[config.mk]
export PLATFORM = sky130hd
export DESIGN_NAME = smiley_collision_detector
export DESIGN_NICKNAME = d
export VERILOG_FILES = /design/src/rtl/defines.sv /design/src/rtl/smiley_edge_classifier.sv /design/src/rtl/smiley_collision_detector.sv
export SDC_FILE = /design/constraint.sdc
export NUM_CORES = 1
export LEC_CHECK = 0
export ABC_AREA = 0
export CORE_MARGIN = 1
export CORE_UTILIZATION = 54
export CTS_BUF_LIST = sky130_fd_sc_hd__clkbuf_16
export DETAILED_ROUTE_END_ITERATION = 8
export GPL_TIMING_DRIVEN = 0
export PLACE_DENSITY = 0.8
export SLEW_MARGIN = 20
export SYNTH_ARGS = -nofsm -noshare
export SYNTH_HDL_FRONTEND = slang
export SYNTH_SLANG_ARGS = --single-unit
[constraint.sdc]
create_clock -name clk -period 2.5 [get_ports clk]
set_input_delay 0.375 -clock clk [delete_from_list [all_inputs] [get_ports clk]]
set_output_delay 0.375 -clock clk [all_outputs]
set_load 0.02 [all_outputs]
[src/rtl/defines.sv]
// Shared constants and types for the smiley collision detector.
//   SMILEY_SIZE_DEFAULT / EDGE_MARGIN_DEFAULT : default sprite geometry.
//   EDGE_* : bit positions inside the 4-bit {L,T,R,B} edge code.
//   COLLISION_OBJ : object index, which is also the emission order.
//   emit_state_e : emission FSM states.
package defines;

  localparam int unsigned SMILEY_SIZE_DEFAULT = 32;
  localparam int unsigned EDGE_MARGIN_DEFAULT = 8;

  localparam int unsigned EDGE_LEFT   = 3;
  localparam int unsigned EDGE_TOP    = 2;
  localparam int unsigned EDGE_RIGHT  = 1;
  localparam int unsigned EDGE_BOTTOM = 0;

  localparam int NUM_OBJ = 5;

  typedef enum logic [2:0] {
    FRAME    = 3'd0,
    OBSTACLE = 3'd1,
    SPRING   = 3'd2,
    FLIPPER  = 3'd3,
    BUMPER   = 3'd4
  } COLLISION_OBJ;

  typedef enum logic [0:0] {
    StIdle = 1'b0,
    StEmit = 1'b1
  } emit_state_e;

endpackage

[src/rtl/smiley_edge_classifier.sv]
// Combinational edge classifier: maps the current scan pixel, relative to the
// smiley's top-left corner, onto a 4-bit {L,T,R,B} edge-band code.
// Ports:
//   pixelX, pixelY     : current scan pixel (unsigned).
//   topLeftX, topLeftY : smiley position (signed).
//   code               : edge-band code, 0 when the pixel is outside the sprite.
//   valid              : pixel lies inside the SMILEY_SIZE x SMILEY_SIZE box.
module smiley_edge_classifier
  import defines::*;
#(
  parameter int unsigned SMILEY_SIZE = SMILEY_SIZE_DEFAULT,
  parameter int unsigned EDGE_MARGIN = EDGE_MARGIN_DEFAULT
) (
  input  logic        [10:0] pixelX,
  input  logic        [10:0] pixelY,
  input  logic signed [10:0] topLeftX,
  input  logic signed [10:0] topLeftY,
  output logic        [3:0]  code,
  output logic               valid
);

  localparam logic signed [11:0] SizeS   = 12'(SMILEY_SIZE);
  localparam logic signed [11:0] MarginS = 12'(EDGE_MARGIN);
  localparam logic signed [11:0] FarS    = 12'(SMILEY_SIZE - EDGE_MARGIN);

  logic signed [11:0] off_x;
  logic signed [11:0] off_y;
  logic        [3:0]  bands;

  // 12-bit signed offsets; wrap-around simply lands outside the valid box.
  assign off_x = $signed({1'b0, pixelX}) - $signed({topLeftX[10], topLeftX});
  assign off_y = $signed({1'b0, pixelY}) - $signed({topLeftY[10], topLeftY});

  always_comb begin
    valid = (off_x >= 12'sd0) && (off_x < SizeS) && (off_y >= 12'sd0) && (off_y < SizeS);
    bands              = '0;
    bands[EDGE_LEFT]   = off_x <  MarginS;
    bands[EDGE_TOP]    = off_y <  MarginS;
    bands[EDGE_RIGHT]  = off_x >= FarS;
    bands[EDGE_BOTTOM] = off_y >= FarS;
    code               = bands & {4{valid}};
  end

endmodule

[src/rtl/smiley_collision_detector.sv]
// Per-frame collision detector for the smiley sprite.
// Accumulates, per object, whether the smiley overlapped it during the frame
// and the OR of the edge codes of those overlaps. On startOfFrame the result
// is snapshotted and replayed as a fixed five-cycle burst (FRAME, OBSTACLE,
// SPRING, FLIPPER, BUMPER), one registered pulse per pending object.
// Ports:
//   clk, reset          : clock, synchronous active-high reset.
//   startOfFrame, pause : frame strobe; pause inhibits accumulation only.
//   pixelX/Y, topLeftX/Y: scan pixel and smiley position.
//   smileyDR, *DR       : drawing requests for the current pixel.
//   collisionSmiley*    : one-cycle collision pulses.
//   hitEdgeCode         : {L,T,R,B} of the pulsing object, 0 otherwise.
// Build option: COLLISION_DEBOUNCE_EN suppresses a pulse that repeats the
// object's previously reported edge code.
module smiley_collision_detector
  import defines::*;
#(
  parameter int unsigned SMILEY_SIZE = SMILEY_SIZE_DEFAULT,
  parameter int unsigned EDGE_MARGIN = EDGE_MARGIN_DEFAULT
) (
  input  logic               clk,
  input  logic               reset,
  input  logic               startOfFrame,
  input  logic               pause,
  input  logic        [10:0] pixelX,
  input  logic        [10:0] pixelY,
  input  logic signed [10:0] topLeftX,
  input  logic signed [10:0] topLeftY,
  input  logic               smileyDR,
  input  logic               frameDR,
  input  logic               obstacleDR,
  input  logic               springDR,
  input  logic               flipperDR,
  input  logic               bumperDR,
  output logic               collisionSmileyFrame,
  output logic               collisionSmileyObstacle,
  output logic               collisionSmileySpringPulse,
  output logic               collisionSmileyFlipper,
  output logic               collisionSmileyBumper,
  output logic        [3:0]  hitEdgeCode
);

  logic [3:0]         cls_code;
  logic               cls_valid;
  logic [3:0]         pix_code;
  logic [NUM_OBJ-1:0] obj_dr;
  logic [NUM_OBJ-1:0] hit;

  logic [NUM_OBJ-1:0]       seen_q, seen_d, pend_q, pend_d;
  logic [NUM_OBJ-1:0][3:0]  acc_q, acc_d, pcode_q, pcode_d;

  emit_state_e        state_q, state_d;
  logic [2:0]         idx_q, idx_d;
  logic [NUM_OBJ-1:0] pulse_q, pulse_d;
  logic [3:0]         code_q, code_d;

  logic               emit_sel;
  logic [2:0]         emit_idx;
  logic               emit_pend;
  logic [3:0]         emit_code;
  logic               fire;

`ifdef COLLISION_DEBOUNCE_EN
  logic [NUM_OBJ-1:0]      hist_valid_q, hist_valid_d;
  logic [NUM_OBJ-1:0][3:0] hist_code_q, hist_code_d;
`endif

  smiley_edge_classifier #(
    .SMILEY_SIZE (SMILEY_SIZE),
    .EDGE_MARGIN (EDGE_MARGIN)
  ) u_classifier (
    .pixelX   (pixelX),
    .pixelY   (pixelY),
    .topLeftX (topLeftX),
    .topLeftY (topLeftY),
    .code     (cls_code),
    .valid    (cls_valid)
  );

  assign pix_code = cls_valid ? cls_code : 4'b0000;
  assign obj_dr   = {bumperDR, flipperDR, springDR, obstacleDR, frameDR};
  assign hit      = obj_dr & {NUM_OBJ{smileyDR & ~pause}};

  // Accumulation and snapshot. The startOfFrame pixel belongs to the new frame.
  always_comb begin
    seen_d  = seen_q;
    acc_d   = acc_q;
    pend_d  = pend_q;
    pcode_d = pcode_q;
    if (startOfFrame) begin
      pend_d  = seen_q;
      pcode_d = acc_q;
      seen_d  = '0;
      acc_d   = '0;
    end
    for (int i = 0; i < NUM_OBJ; i++) begin
      if (hit[i]) begin
        seen_d[i] = 1'b1;
        acc_d[i]  = acc_d[i] | pix_code;
      end
    end
  end

  // Emission FSM. Outputs are registered, so the slot loaded on the
  // startOfFrame edge (index 0) is taken straight from the live accumulators;
  // idx_q names the next slot to load while in StEmit.
  always_comb begin
    state_d   = state_q;
    idx_d     = idx_q;
    pulse_d   = '0;
    code_d    = 4'b0000;
    emit_sel  = 1'b0;
    emit_idx  = idx_q;
    emit_pend = 1'b0;
    emit_code = 4'b0000;
    fire      = 1'b0;
`ifdef COLLISION_DEBOUNCE_EN
    hist_valid_d = hist_valid_q;
    hist_code_d  = hist_code_q;
`endif
    if (startOfFrame) begin
      emit_sel  = 1'b1;
      emit_idx  = 3'd0;
      emit_pend = seen_q[0];
      emit_code = acc_q[0];
      state_d   = StEmit;
      idx_d     = 3'd1;
    end else if (state_q == StEmit) begin
      emit_sel  = 1'b1;
      emit_pend = pend_q[idx_q];
      emit_code = pcode_q[idx_q];
      if (idx_q == 3'd4) begin
        state_d = StIdle;
        idx_d   = 3'd0;
      end else begin
        idx_d = idx_q + 3'd1;
      end
    end

    if (emit_sel) begin
      fire = emit_pend;
`ifdef COLLISION_DEBOUNCE_EN
      // History follows the last reported overlap; a suppressed repeat keeps
      // it alive, a slot with no overlap clears it.
      if (emit_pend) begin
        fire = !(hist_valid_q[emit_idx] && (hist_code_q[emit_idx] == emit_code));
        hist_valid_d[emit_idx] = 1'b1;
        hist_code_d[emit_idx]  = emit_code;
      end else begin
        hist_valid_d[emit_idx] = 1'b0;
      end
`endif
      if (fire) begin
        pulse_d[emit_idx] = 1'b1;
        code_d            = emit_code;
      end
    end
  end

  always_ff @(posedge clk) begin
    if (reset) begin
      seen_q  <= '0;
      acc_q   <= '0;
      pend_q  <= '0;
      pcode_q <= '0;
      state_q <= StIdle;
      idx_q   <= 3'd0;
      pulse_q <= '0;
      code_q  <= 4'b0000;
`ifdef COLLISION_DEBOUNCE_EN
      hist_valid_q <= '0;
      hist_code_q  <= '0;
`endif
    end else begin
      seen_q  <= seen_d;
      acc_q   <= acc_d;
      pend_q  <= pend_d;
      pcode_q <= pcode_d;
      state_q <= state_d;
      idx_q   <= idx_d;
      pulse_q <= pulse_d;
      code_q  <= code_d;
`ifdef COLLISION_DEBOUNCE_EN
      hist_valid_q <= hist_valid_d;
      hist_code_q  <= hist_code_d;
`endif
    end
  end

  assign collisionSmileyFrame       = pulse_q[FRAME];
  assign collisionSmileyObstacle    = pulse_q[OBSTACLE];
  assign collisionSmileySpringPulse = pulse_q[SPRING];
  assign collisionSmileyFlipper     = pulse_q[FLIPPER];
  assign collisionSmileyBumper      = pulse_q[BUMPER];
  assign hitEdgeCode                = code_q;

endmodule

==> qor.csv, run 1 <==
stage;metric;value;unit
grt;grt_pass1_wl;15300;um
logic_synthesis;synth_top_area_cell;dfxtp_1;
critical_path;slowest_stage;o31a_1;
sta;finalHoldViolCount;0;
clock_tree;h-tree-depth;3;
placed_design;place_hpwl;6640;um
critical_path;critPathArrivalTime;2.74;ns
logic_synthesis;postSynthAreaPerCell;8.46;um2
sta;setup_violations;0;
finish;fin_util;81.8;%
floorplanning;rows;29;
drt;wl;10100;um
logic_synthesis;yosys_warnings;0;
logic_synthesis;async_reset_ff_share;0;%
logic_synthesis;synth_area;3750;um2
clock_tree;cts.sinks;63;
critical_path;crit_chain;clkdlybuf4s15_1 > ha_4 > nor2b_4 > o31a_1 > buf_6 > o21ai_2 > mux2_4 > nor3_4 > nand4_4 > buf_6 > buf_8 > o21ai_2;
sta;setup_ws;0.0169;ns
logic_synthesis;synth_area_leaders;dfxtp_1 34%, ha_1 8.0%, mux2i_1 5.9%;
finish;nFillCells;383;
placed_design;routabilityCongestion;0.911;
clock_tree;path_clk_slew;0.05;ns
critical_path;cp_top_family;buffers and inverters;
drt;vias;3632;
critical_path;cp_num_buf_inv;4;
logic_synthesis;synth_flop_cell;dfxtp_1;
power;power_density;516;nW/um2
logic_synthesis;ys_types;54;
drt;drc;0;
sta;fin_crit;2.48;ns
floorplanning;fp.coreArea;6530;um2
clock_tree;postCtsHoldBufs;0;
critical_path;startpoint_type;input pin;
floorplanning;fp.dieW;85.3;um
drt;first_iter_violations;249;
finish;n_antenna_cell;0;
drt;ant_nets;0;
drt;avgRoutedWirePerCell;16.6;um
run_status;outcome;finished clean;
sta;tightest_slew;0.729;ns
power;irDropWorstVdd;0.352;mV
clock_tree;cts_buffer_depth;2;
power;finalPower;2.75;mW
placed_design;pre_cts_ws;-0.642;ns
sta;skew;0.00560;ns
finish;finalNetCount;610;
sta;fin_crit_sh;99.3;%
floorplanning;io_pins;63;
clock_tree;cts_tree;built;
run;drv_cap;0;
critical_path;critPathMaxFanout;5;
grt;grt_pass1_vias;3385;
critical_path;required;2.75;ns
logic_synthesis;synth_edf_count;0;
critical_path;worstSetupPathType;in -> reg;
critical_path;cp-end-kind;register;
clock_tree;root_buffer;clkbuf_16;
grt;grt.total_usage;26.4;%
sta;drv_slew;0;
grt;grt_max_degree;11;
logic_synthesis;yosysSeqAreaShare;33.7;%
power;p_leak;2.27;nW
sta;maxSlewHeadroom;51.4;%
floorplanning;die_h;85.3;um
finish;syn_to_final_growth;42.5;%
critical_path;crit_path_max_incr_delay;0.33;ns
floorplanning;start_util;57.4;%
clock_tree;insertion_delay;0.33;ns
logic_synthesis;post-synth-top-area-fraction;33.7;%
grt;overflow;0;
logic_synthesis;synth.net_count;522;
drt;avgViaCountPerCell;5.93;
floorplanning;dieArea;7280;um2
logic_synthesis;ys_ff_latch;63;
sta;timing.fmax;0.403;GHz
finish;drive_gt1_share;24.7;%
critical_path;r2r_slack;0.43;ns
drt;drt_pass1_iterations;4;
placed_design;portBuffers;62;
clock_tree;cts_buffers;9;
hold_path;hp-class;reg -> reg;
logic_synthesis;synth_cells;443;
grt;antenna_found_initial;0;
[metal layers]
layer,vias up,track usage [%],share of wire [%]
met5,-,0,0
met4,0,12.9,2.5
met3,26,4.09,5.5
met2,162,47.5,51
met1,1689,30.5,41
li1,1755,-,-
[repair_timing]
action / CTS / global route
setup buffers: 8 / 8
gates cloned: 2 / 0
setup endpoints to repair: 20 / 20
gates resized for setup: 54 / 70
hold endpoints to repair: 0 / 0
pin swaps: 39 / 25
[worst paths after layout]
check                         start                endpoint  cells past startpoint
max                       pixelX[1]    acc_q[17]$_SDFF_PP0_                     12
max reg2reg   idx_q[0]$_SDFFE_PP0N_   pulse_q[3]$_SDFF_PP0_                      8
min          seen_q[4]$_SDFFE_PP0P_  seen_q[4]$_SDFFE_PP0P_                      1
min reg2reg  seen_q[4]$_SDFFE_PP0P_  seen_q[4]$_SDFFE_PP0P_                      1
[registers in the layout (all words and copies together) (netlist names)]
register	count
acc_q	20
pcode_q	20
pend_q	5
pulse_q	5
seen_q	5
hitEdgeCode	4
idx_q	3
state_q	1
[cell usage in the layout, fill, tap and decap left out, drive strengths merged, types with 3 or more instances in the layout]
cell | netlist | final
mux4 | 5 | 5
or3 | 3 | 3
clkbuf | 12 | 20
o21a | 5 | 5
a21o | 7 | 7
o211ai | 3 | 3
dfxtp | 63 | 63
a21oi | 27 | 27
a211oi | 3 | 3
nor3 | 10 | 10
nor4 | 3 | 3
xor2 | 3 | 3
dlygate4sd2 | 0 | 4
o21ai | 37 | 37
mux2i | 22 | 22
dlymetal6s2s | 0 | 19
nand3 | 9 | 9
clkdlybuf4s50 | 0 | 37
nand2b | 8 | 8
nand4 | 22 | 22
buf | 11 | 27
nor2 | 46 | 46
and2 | 7 | 7
ha | 24 | 24
xnor2 | 4 | 4
or2 | 3 | 3
nand2 | 40 | 40
nor2b | 5 | 5
inv | 33 | 37
[cell type report]
class | instances | area (um2) | share of cell area (%)
Clock buffer | 9 | 225 | 4.22
Clock inverter | 6 | 23.8 | 0.445
Multi-Input combinational cell | 324 | 2620 | 49.0
Buffer | 20 | 130 | 2.44
Inverter | 33 | 124 | 2.32
Sequential cell | 63 | 1260 | 23.6
Timing Repair Buffer | 80 | 866 | 16.2
Tap cell | 77 | 96.3 | 1.80
[per-stage QoR]
step	TNS [ns]	hold WS, ns	area (um2)	instances
after global placement	-9.80	0.438	4460	582
final	0	0.458	5340	612
after detailed placement	-11.85	0.449	4460	582
after floorplan	0	0.426	3750	443
after CTS	0	0.459	5040	605
after global routing	-0.562	0.484	5340	612
[kinds of logic after synthesis]
group	count (synthesis)	synth area share (%)
AOI/OAI and AO/OA	103	19.3
xor gates and xnor gates	7	1.64
adders and majority gates	25	8.55
buffers and inverters	56	6.58
DFF	63	33.7
muxes	29	9.48
and+or+nand+nor	160	20.8
[power by group]
group	leakage [nW]	internal (mW)	switching [mW]
Clock	0.138	0.642	0.396
Sequential	0.509	1.01	0.00679
Combinational	1.62	0.331	0.363
[Yosys cell counts (3+ instances only)]
| master | count |
|---|---|
| mux4_2 | 5 |
| nand2b_1 | 8 |
| o21a_1 | 5 |
| buf_2 | 5 |
| nor4_1 | 3 |
| nand2_1 | 40 |
| xnor2_1 | 4 |
| o21ai_2 | 20 |
| a21o_1 | 7 |
| a21oi_1 | 27 |
| nor2_1 | 46 |
| ha_1 | 24 |
| or3_1 | 3 |
| and2_1 | 7 |
| nand4_1 | 21 |
| o211ai_1 | 3 |
| xor2_1 | 3 |
| clkbuf_1 | 12 |
| nand3_1 | 9 |
| nor3_1 | 10 |
| mux2i_1 | 22 |
| or2_2 | 3 |
| buf_6 | 4 |
| o21ai_0 | 16 |
| nor2b_1 | 5 |
| inv_1 | 33 |
| dfxtp_1 | 63 |
(Power assumes the default switching activity.)
==> run 2, diff against run 1 <==
- CORE_UTILIZATION: 54 -> 53
- PLACE_DENSITY: 0.8 -> 0.79
- SYNTH_HIERARCHICAL: default -> 1
==> run 2 against run 1 <==
Effect of this change:
- the flow now finishes with violations (negative setup slack)
- largest power group unchanged
- clock skew grew 0.0056 ns
- critical endpoint is now acc_q[15]$_SDFF_PP0_
- synthesized cell count shrank 7.4%
- critical path depth is the same
- register-to-register slack gained 0.18 ns
- core utilization grew 2.2 points
- sequential cell count is the same
==> qor.csv, run 2 <==
stage;metric;value;unit;change
sta;fin_crit_sh;118;%;+18 points
logic_synthesis;synth_cells;410;;-7.4%
finish;finalNetCount;590;;-3.3%
drt;vias;3680;;+1.3%
floorplanning;die_h;85;um;-0.36%
critical_path;r2r_slack;0.61;ns;+0.18 ns
sta;rsz0062_at_grt;yes;;
power;power_density;563;nW/um2;+9.1%
critical_path;startpoint_type;input pin;;
floorplanning;rows;29;;unchanged
sta;setup_violations;20;;+20
sta;maxSlewHeadroom;59.5;%;+8.0 points
finish;n_antenna_cell;0;;unchanged
finish;final_common_cell;dfxtp_1;;
floorplanning;dieArea;7230;um2;-0.71%
clock_tree;insertion_delay;0.34;ns;about the same
grt;grt_pass1_wl;17800;um;+16%
placed_design;portBuffers;62;;unchanged
logic_synthesis;synthTopCellsByCount;63 x dfxtp_1, 48 x nand2_1, 41 x nor2_1;;
critical_path;required;2.76;ns;about the same
sta;tightest_slew;0.607;ns;-0.122 ns
critical_path;slowest_stage;or4_4;;
clock_tree;root_buffer;clkbuf_16;;
drt;drt_pass1_iterations;5;;+1
logic_synthesis;postSynthAreaPerCell;8.90;um2;+5.3%
critical_path;critPathArrivalTime;3.20;ns;+0.46 ns
finish;syn_to_final_growth;49.4;%;
grt;antenna_found_initial;0;;unchanged
drt;wl;11800;um;+16%
clock_tree;cts_buffer_depth;2;;unchanged
finish;drive_gt1_share;32.8;%;+8.1 points
logic_synthesis;ys_types;66;;+22%
drt;ant_nets;0;;unchanged
grt;grt_max_degree;13;;+2
sta;fin_crit;2.94;ns;+0.460 ns
sta;timing.fmax;0.340;GHz;-16%
logic_synthesis;yosys_warnings;6;;+6
grt;grt_pass1_vias;3534;;+4.4%
finish;final_cell_mix;63 x dfxtp_1, 42 x nand2_1, 41 x nor2_1;;
clock_tree;h-tree-depth;3;;unchanged
power;comb_power_share;23.0;%;-2.2 points
critical_path;startpoint;topLeftX[9];;
run_status;outcome;finished with violations;;
placed_design;routabilityCongestion;0.873;;-4.1%
power;clkPwrFrac;43.7;%;+6.0 points
hold_path;hold_start;acc_q[12]$_SDFF_PP0_;;
floorplanning;io_pins;63;;unchanged
critical_path;critPathMaxFanout;5;;unchanged
hold_path;hp-class;reg -> reg;;
placed_design;place_area;4420;um2;-1.0%
clock_tree;cts_tree;built;;
power;seq_power_share;33.3;%;-3.8 points
drt;avgViaCountPerCell;6.22;;+4.7%
logic_synthesis;synth_area_leaders;dfxtp_1 35%, ha_1 8.2%, mux2i_1 7.7%;;
power;irDropWorstVdd;0.540;mV;+53%
logic_synthesis;synth.net_count;490;;-6.1%
clock_tree;cts.sinks;63;;unchanged
logic_synthesis;post-synth-top-area-fraction;34.5;%;+0.89 points
logic_synthesis;synth_top_area_cell;dfxtp_1;;
drt;first_iter_violations;332;;+33%
power;p_leak;2.29;nW;+0.79%
hold_path;min_to;acc_q[12]$_SDFF_PP0_;;
logic_synthesis;ys_ff_latch;63;;unchanged
floorplanning;fp.coreArea;6490;um2;-0.56%
finish;largestRegisters;acc_q: 20 flops, pcode_q: 20 flops;;
logic_synthesis;synth_area;3650;um2;-2.6%
critical_path;r2r-end;hitEdgeCode[2]$_SDFF_PP0_;;
run_status;failed_checks;negative setup slack;;
logic_synthesis;async_reset_ff_share;0;%;unchanged
sta;finalHoldViolCount;0;;unchanged
grt;grt.total_usage;32.1;%;+5.8 points
logic_synthesis;yosysSeqAreaShare;34.5;%;+0.89 points
power;p_int;2.24;mW;+12%
logic_synthesis;synth_flop_cell;dfxtp_1;;
drt;drc;0;;unchanged
power;p_sw;833;uW;+8.7%
drt;avgRoutedWirePerCell;19.9;um;+20%
sta;drv_slew;0;;unchanged
floorplanning;fp.dieW;85;um;-0.36%
logic_synthesis;synth_edf_count;0;;unchanged
critical_path;rr_worst_depth;4;;-4
critical_path;cp-end-kind;register;;
placed_design;place_hpwl;6270;um;-5.6%
logic_synthesis;synth_most_common_cell;dfxtp_1;;
hold_path;worstHoldPathCells;2;;+1
clock_tree;cts_buffers;9;;unchanged
clock_tree;path_clk_slew;0.06;ns;about the same
critical_path;crit_path_max_incr_delay;0.52;ns;+0.19 ns
finish;fin_util;84.0;%;+2.2 points
floorplanning;start_util;56.2;%;-1.2 points
critical_path;r2r-start;idx_q[0]$_SDFFE_PP0N_;;
run;drv_cap;0;;unchanged
clock_tree;postCtsHoldBufs;0;;unchanged
grt;overflow;0;;unchanged
critical_path;worstSetupPathType;in -> reg;;
sta;setup_ws;-0.443;ns;-0.460 ns
finish;design_area;5450;um2;+2.1%
critical_path;crit_chain;buf_8 > inv_6 > ha_4 > nor3b_2 > or4_4 > a2111oi_4 > o221ai_2 > a2111o_2 > buf_6 > nor4b_4 > nand2_8 > o21ai_4;;
power;p_sw_share;27.1;%;-0.68 points
sta;skew;0.0112;ns;+0.00564 ns
==> run 2: cell types whose count changed in the layout (fill, tap and decap cells not counted), sizes merged, moves of 6 or more <==
cell and delta:
nand4 -20, dlygate4sd2 +19, dlymetal6s2s -16, buf +15, clkdlybuf4s50 -14, a21oi -13
nand2 +8, o21ai -8, nand3 -7, and2 -6, mux2i +6
==> run 2: worst max path at each step <==
stage	to	slack (ns)	cells after the start
after global routing	acc_q[15]$_SDFF_PP0_	-0.50	12
after global placement	acc_q[8]$_SDFF_PP0_	-1.03	12
final	acc_q[15]$_SDFF_PP0_	-0.44	12
after floorplan	acc_q[11]$_SDFF_PP0_	-0.22	12
after CTS	acc_q[17]$_SDFF_PP0_	-0.25	12
after detailed placement	acc_q[0]$_SDFF_PP0_	-1.07	12
==> run 2: cell type report <==
class	instances	area, um2
tap	77	96.3
timing repair buffer	90	801
sequential	63	1260
buffer	12	82.6
clock inverter	7	97.6
fill	372	1040
inverter	33	131
multi-input combinational	301	2760
clock buffer	9	225
==> run 2: timing repair <==
item                       4_1_cts  5_1_grt
pin swaps                       40       19
setup endpoints to repair       20       20
setup buffers                   20        8
gates resized for setup        175       28
==> run 2: routing by layer <==
metal / up-vias / part of all wire [%] / GRT usage, %
li1: 1689 / - / -
met1: 1748 / 40 / 40.8
met2: 208 / 49 / 55.5
met3: 35 / 7.4 / 6.32
met4: 0 / 2.8 / 9.24
met5: - / 0 / 0
==> run 2: through the flow <==
| step | setup TNS, ns | std cells | worst slack, ns | hold slack (ns) | total power, mW |
|---|---|---|---|---|---|
| after floorplan | -4.11 | 410 | -0.220 | 0.422 | 1.38 |
| after global placement | -19.52 | 549 | -1.03 | 0.431 | 1.53 |
| after detailed placement | -20.27 | 549 | -1.07 | 0.439 | 1.54 |
| after CTS | -4.31 | 584 | -0.245 | 0.448 | 2.97 |
| after global routing | -8.71 | 592 | -0.500 | 0.467 | 3.16 |
| final | -7.17 | 592 | -0.443 | 0.445 | 3.07 |
==> run 2: power groups by stage <==
stage	Sequential (mW)	Clock (mW)	Combinational [mW]
2_1_floorplan	1.04	0	0.336
3_3_place_gp	1.04	0	0.488
3_5_place_dp	1.04	0	0.497
4_1_cts	1.02	1.32	0.629
5_1_grt	1.02	1.39	0.752
6_report	1.02	1.34	0.706
==> run 2: cell families after synthesis <==
| kind of cell | synth area share (%) |
|---|---|
| flip-flops | 34.5 |
| adder cells (fa/ha/maj) | 9.32 |
| AO/OA/AOI/OAI | 17.7 |
| AND/OR/NAND/NOR | 20.9 |
| multiplexers | 10.9 |
| buffers and inverters | 5.96 |
| XOR/XNOR | 0.720 |
==> run 2: worst max-delay path, delay by kind of cell <==
family / cells / cell delay (ns)
fa+ha+maj: 1 / 0.20
simple gates: 4 / 1.20
buf+inv: 3 / 0.30
compound gates: 4 / 1.11
